File: src/rtl/ffe_lms_update.sv
// LMS coefficient adaptation for a 7-tap FFE: per-tap S(20,18) accumulators
// updated by -mu*e*x, with a warm-up/adapt/freeze control FSM.
module ffe_lms_update #(
  parameter int IN_BW   = 11,
  parameter int ERR_BW  = 9,
  parameter int COEF_BW = 9,
  parameter int N_COEF  = 7,
  parameter int ERR_DLY = 2,
  parameter int CENTER  = 3
) (
  input  logic                        i_clk,
  input  logic                        i_rst,
  input  logic                        i_en,
  input  logic signed [IN_BW-1:0]     i_data,
  input  logic signed [ERR_BW-1:0]    i_err,
  input  logic                        i_err_valid,
  input  logic                        i_adapt_en,
  input  logic                        i_load,
  input  logic [3:0]                  i_mu_shift,
  output logic [COEF_BW*N_COEF-1:0]   o_coefs,
  output logic [1:0]                  o_state,
  output logic                        o_sat
);

  localparam int ACC_BW   = 20;
  localparam int ACC_FRAC = 18;
  localparam int DL_LEN   = N_COEF + ERR_DLY;
  localparam int WARM_LEN = N_COEF + ERR_DLY;
  localparam int CNT_BW   = $clog2(WARM_LEN + 1);
  localparam int PROD_BW  = IN_BW + ERR_BW;
  localparam int TERM_BW  = PROD_BW + 4;
  localparam int SUM_BW   = ((TERM_BW > ACC_BW) ? TERM_BW : ACC_BW) + 1;

  localparam logic [ACC_BW-1:0] ACC_ONE = ACC_BW'(1) << ACC_FRAC;

  localparam logic [1:0] ST_IDLE   = 2'd0;
  localparam logic [1:0] ST_WARMUP = 2'd1;
  localparam logic [1:0] ST_ADAPT  = 2'd2;
  localparam logic [1:0] ST_FREEZE = 2'd3;

  logic [1:0]        state_q, state_d;
  logic [CNT_BW-1:0] cnt_q, cnt_d;
  logic              sat_q, sat_d;
  logic              upd;
  logic [N_COEF-1:0] clamp;

  // xd[0] is the live input; xd[j] is the sample j enabled cycles old
  logic signed [IN_BW-1:0] xd_q [1:DL_LEN-1];
  logic signed [IN_BW-1:0] xd   [0:DL_LEN-1];

  always_comb begin
    xd[0] = i_data;
    for (int j = 1; j < DL_LEN; j++) begin
      xd[j] = xd_q[j];
    end
  end

  always_ff @(posedge i_clk) begin
    if (i_rst) begin
      for (int j = 1; j < DL_LEN; j++) begin
        xd_q[j] <= '0;
      end
    end else if (i_en) begin
      xd_q[1] <= i_data;
      for (int j = 2; j < DL_LEN; j++) begin
        xd_q[j] <= xd_q[j-1];
      end
    end
  end

  assign upd = (state_q == ST_ADAPT) && i_en && i_err_valid;

  for (genvar gi = 0; gi < N_COEF; gi++) begin : g_tap
    localparam logic [ACC_BW-1:0] ACC_INIT = (gi == CENTER) ? ACC_ONE : '0;

    logic signed [PROD_BW-1:0] err_ext, x_ext, prod;
    logic signed [TERM_BW-1:0] term_sh, term;
    logic signed [SUM_BW-1:0]  sum;
    logic                      ovf;
    logic [ACC_BW-1:0]         acc_q, acc_d;
    logic [COEF_BW-1:0]        coef_q;

    // e*x carries 14 fraction bits; <<4 aligns it to the accumulator's 18
    assign err_ext = {{IN_BW{i_err[ERR_BW-1]}}, i_err};
    assign x_ext   = {{ERR_BW{xd[gi+ERR_DLY][IN_BW-1]}}, xd[gi+ERR_DLY]};
    assign prod    = err_ext * x_ext;
    assign term_sh = {prod, 4'b0000};
    assign term    = term_sh >>> i_mu_shift;
    assign sum     = {{(SUM_BW-ACC_BW){acc_q[ACC_BW-1]}}, acc_q}
                   - {{(SUM_BW-TERM_BW){term[TERM_BW-1]}}, term};
    assign ovf     = !((&sum[SUM_BW-1:ACC_BW-1]) || !(|sum[SUM_BW-1:ACC_BW-1]));

    always_comb begin
      acc_d = sum[ACC_BW-1:0];
      if (ovf) begin
        acc_d = sum[SUM_BW-1] ? {1'b1, {(ACC_BW-1){1'b0}}} : {1'b0, {(ACC_BW-1){1'b1}}};
      end
    end

    assign clamp[gi] = ovf;

    // The coefficient register is forced alongside the accumulator on
    // reset/load so the initial taps appear without an extra cycle.
    always_ff @(posedge i_clk) begin
      if (i_rst || i_load) begin
        acc_q  <= ACC_INIT;
        coef_q <= ACC_INIT[ACC_BW-1 -: COEF_BW];
      end else begin
        if (upd) begin
          acc_q <= acc_d;
        end
        coef_q <= acc_q[ACC_BW-1 -: COEF_BW];
      end
    end

    assign o_coefs[COEF_BW*gi +: COEF_BW] = coef_q;
  end

  always_comb begin
    state_d = state_q;
    cnt_d   = cnt_q;
    sat_d   = sat_q | (upd & (|clamp));
    case (state_q)
      ST_IDLE: begin
        cnt_d = '0;
        if (i_adapt_en && i_en) state_d = ST_WARMUP;
      end
      ST_WARMUP: begin
        if (!i_adapt_en) begin
          state_d = ST_IDLE;
          cnt_d   = '0;
        end else if (i_en) begin
          if (cnt_q == CNT_BW'(WARM_LEN - 1)) begin
            state_d = ST_ADAPT;
            cnt_d   = '0;
          end else begin
            cnt_d = cnt_q + 1'b1;
          end
        end
      end
      ST_ADAPT: begin
        if (!i_adapt_en) state_d = ST_FREEZE;
      end
      default: begin
        if (i_adapt_en) state_d = ST_ADAPT;
      end
    endcase
    if (i_load) begin
      state_d = ST_IDLE;
      cnt_d   = '0;
      sat_d   = 1'b0;
    end
  end

  always_ff @(posedge i_clk) begin
    if (i_rst) begin
      state_q <= ST_IDLE;
      cnt_q   <= '0;
      sat_q   <= 1'b0;
    end else begin
      state_q <= state_d;
      cnt_q   <= cnt_d;
      sat_q   <= sat_d;
    end
  end

  assign o_state = state_q;
  assign o_sat   = sat_q;

endmodule

File: config.mk
export PLATFORM = sky130hd
export DESIGN_NAME = ffe_lms_update
export DESIGN_NICKNAME = d
export VERILOG_FILES = /design/src/rtl/ffe_lms_update.sv
export SDC_FILE = /design/constraint.sdc
export NUM_CORES = 2
export LEC_CHECK = 0
export CAP_MARGIN = 20
export CORE_MARGIN = 8
export CORE_UTILIZATION = 35
export DETAILED_ROUTE_END_ITERATION = 8
export GPL_TIMING_DRIVEN = 0
export PLACE_DENSITY = 0.57
export SETUP_SLACK_MARGIN = 0.1
export SYNTH_ARGS = -nofsm -noshare
export SYNTH_HDL_FRONTEND = slang
export SYNTH_SLANG_ARGS = --single-unit
export TNS_END_PERCENT = 10
File: constraint.sdc
create_clock -name i_clk -period 10.3 [get_ports i_clk]
set_clock_uncertainty 0.1 [all_clocks]
set_input_delay 2.06 -clock i_clk [delete_from_list [all_inputs] [get_ports i_clk]]
set_output_delay 2.06 -clock i_clk [all_outputs]
set_load 0.02 [all_outputs]
==> metrics.md <==
| Metric | Value |
|---|---|
| Die Height | 396 µm |
| Placed cell count | 8027 |
| CTS Sinks | 298 |
| Post-synth top area cell | fa_1 |
| Seq cells post-synth | 298 |
| Layout cells sized above 1 | 15.8% |
| Most frequent cells after synthesis | inv_1, nand2_1, fa_1 |
| Top-area cell type share of the netlist area | 23.5% |
| Max cap viols | 0 |
| Endpoints failing hold | 0 |
| Clock slew at reported path FFs | 0.06 ns |
| Final Max Tran Viols | 0 |
| Maximum VDD drop | 0.176 mV |
| Post-synthesis cell area | 0.0507 mm² |
| Global placement routability congestion | 0.999 |
| NumNets Final | 7461 |
| Rows | 139 |
| Vias/cell | 5.51 |
| Delay-heaviest family, CP | adder cells |
| DRC violations left | 0 |
| DRT antenna net count | 0 |
| Adder-cell share of the synthesized area | 35.0% |
| Average cell area after synthesis | 8.41 µm² |
| Core ar. | 0.144 mm² |
| Hold WC Path Type | reg2reg |
| WP data arrival | 10.68 ns |
| Min Hold Slack | 0.364 ns |
| Main combinational cell family by area after synthesis | adder cells |
| Die W | 396 µm |
| EDFF count, synth | 88 |
| First-pass GRT wire length | 295 mm |
| Slew margin rel. | 17.6% |
| I/O pin total | 96 |
| Multiplexer area fraction after synthesis | 5.04% |
| Cts bufs inserted | 43 |
| TritonCTS clock tree | built |
| XOR/XNOR share of the synthesized area | 4.69% |
| RSZ-0062 raised after global routing | yes |
| Max incr delay on CP | 0.58 ns |
| Setup Viol. Count Final | 0 |
| Routed Wire Length | 201 mm |
| Critical path buffers and inverters | 11 |
| Ys flop type | dfxtp_1 |
| Routed vias | 45792 |
| Net Count, Synth | 7113 |
| DRT iter0 DRCs | 3999 |
| Layout Utilization | 42.8% |
| Synthesis Warnings | 0 |
| Fmax | 97.3 MHz |
| Worst EP required | 10.70 ns |
| Largest net degree at the start of global routing | 56 |
| Clock Tree Buf Depth | 3 |
| Initial antenna violation count | 2 |
| Seq/Total Area, Yosys | 13.5% |
| Count leader, synth | inv_1 |
| PortBufs | 87 |
| Dpl ws | -3.34 ns |
| WS Path Type | in2reg |
| Die area | 0.157 mm² |
| Crit path top cell by count | fa_1 |
| Worst setup SP type | input port |
| Post-synthesis cell type count | 101 |
| Vias in the first global route | 45344 |
| Leak Pwr | 27.7 nW |
| Simple-gate share of the synthesized area | 17.6% |
| Post-layout minimum cycle time | 10.28 ns |
| Mapped Cells | 6024 |
| Post-route non-filler standard cell count | 8311 |
| Clock Root Buffer | clkbuf_16 |
| Routed length per instance | 24.2 µm |
| Total gr overflow | 0 |
| Iteration count of the initial detailed-routing pass | 6 |
| Pwr dens | 330 mW/mm² |
| Area growth syn-to-layout | 21.4% |
| Skew-Pair Late Insertion Delay | 0.66 ns |
| Total GRT Usage | 24.6% |
| Largest cells by area after synthesis | fa_1, ha_1, dfxtp_1 |
| Setup ws final | 0.0219 ns |
| Initial Util | 35.3% |
| Post-detail-place hpwl | 158 mm |
| Asr flop ratio synth | 0% |
| H-tree levels | 2 |
| CP Max Fanout | 6 |
| Period utilization | 99.8% |
| Status | finished, final reports clean |
| Final setup TNS | 0 ns |
| Crit. End Element | flip-flop |
| CP max-delay cell | fa_1 |
| Worst slew pin tran | 1.23 ns |
| Compound-gate portion of the synthesized area | 16.5% |
==> logic make-up (layout without fill, tap and decap cells) <==
group / after synthesis / after routing
AO/OA/AOI/OAI: 1316 / 1316
XOR/XNOR: 271 / 271
AND/OR/NAND/NOR: 1831 / 1831
flip-flops: 298 / 298
multiplexers: 229 / 229
adder cells (fa/ha/maj): 1059 / 1059
other: 0 / 1
buffers and inverters: 1020 / 1403
==> final cells by class <==
cell class	count	area [µm²]
fillers	14297	82100
multi-input cells	4706	43300
flip-flops and latches	298	6850
repair buffers	309	2880
inverters	673	2530
well taps	1903	2380
plain buffers	341	2090
clock buffers	50	1120
clock inverters	30	318
diodes	1	2.50
==> report_power, final <==
part	total, W	internal (W)	switching, W
Sequential	0.00124	0.00123	0.00000984
Combinational	0.0175	0.00710	0.0104
Clock	0.00158	0.000878	0.000701
Total	0.0203	0.00921	0.0111
==> worst paths after layout <==
check / from / slack (ns) / cells after the start / endpoint
max reg2reg: xd_q[0][55] / 0.86 / 35 / g_tap[3].acc_q[15]
max: i_err[2] / 0.02 / 38 / g_tap[3].acc_q[15]
min: g_tap[1].acc_q[7] / 0.36 / 2 / g_tap[1].acc_q[7]
min reg2reg: g_tap[1].acc_q[7] / 0.36 / 2 / g_tap[1].acc_q[7]
==> flip-flops by register name (all words and copies together), names as in the netlist <==
| register | cells |
|---|---|
| xd_q | 88 |
| g_tap.coef_q | 63 |
| cnt_q | 4 |
| o_state | 2 |
| o_sat | 1 |
| g_tap.acc_q | 140 |
==> placed cells by master (no fill, tap or decap), types with 51 or more instances in the layout <==
cell type / instances
clkbuf_1: 195
o21ai_0: 257
fa_1: 578
xnor2_1: 163
nor3_1: 51
xor2_1: 58
a21o_1: 93
edfxtp_1: 88
nand2b_1: 56
nor2_1: 331
inv_1: 652
buf_4: 188
ha_1: 402
mux2i_1: 129
a21oi_2: 83
clkbuf_16: 59
buf_1: 65
dfxtp_1: 210
nand2_1: 646
a21oi_1: 346
clkdlybuf4s50_1: 85
and2_1: 460
==> tightest hold or removal path, cell delays in order, from the launching register on <==
cell and delay, ns:
dfxtp_1 0.31, nand2_1 0.05, a21oi_1 0.05
==> layer usage <==
metal	vias up	share of wire (%)	global-route usage, %
met4	2	5.1	10.0
li1	20866	-	-
met3	452	7.6	3.95
met2	1793	44	39.1
met1	22679	43	33.3
met5	-	0.0099	0
==> stage by stage <==
stage	power (W)	instance area, µm²
detailed placement	0.0147	54300
global route	0.0216	61500
CTS	0.0184	59000
finish	0.0203	61500
floorplan	0.0107	50800
global placement	0.0146	54100
==> timing repair <==
action                                  4_1_cts  5_1_grt
endpoints found under the hold margin         0        0
pin swaps                                   124      211
buffers inserted                            123       78
gates resized for setup                     479      399
hold buffers                                  0        0
cloned                                        1        5
endpoints found under the setup margin      141      134
(Power assumes the default switching activity.)
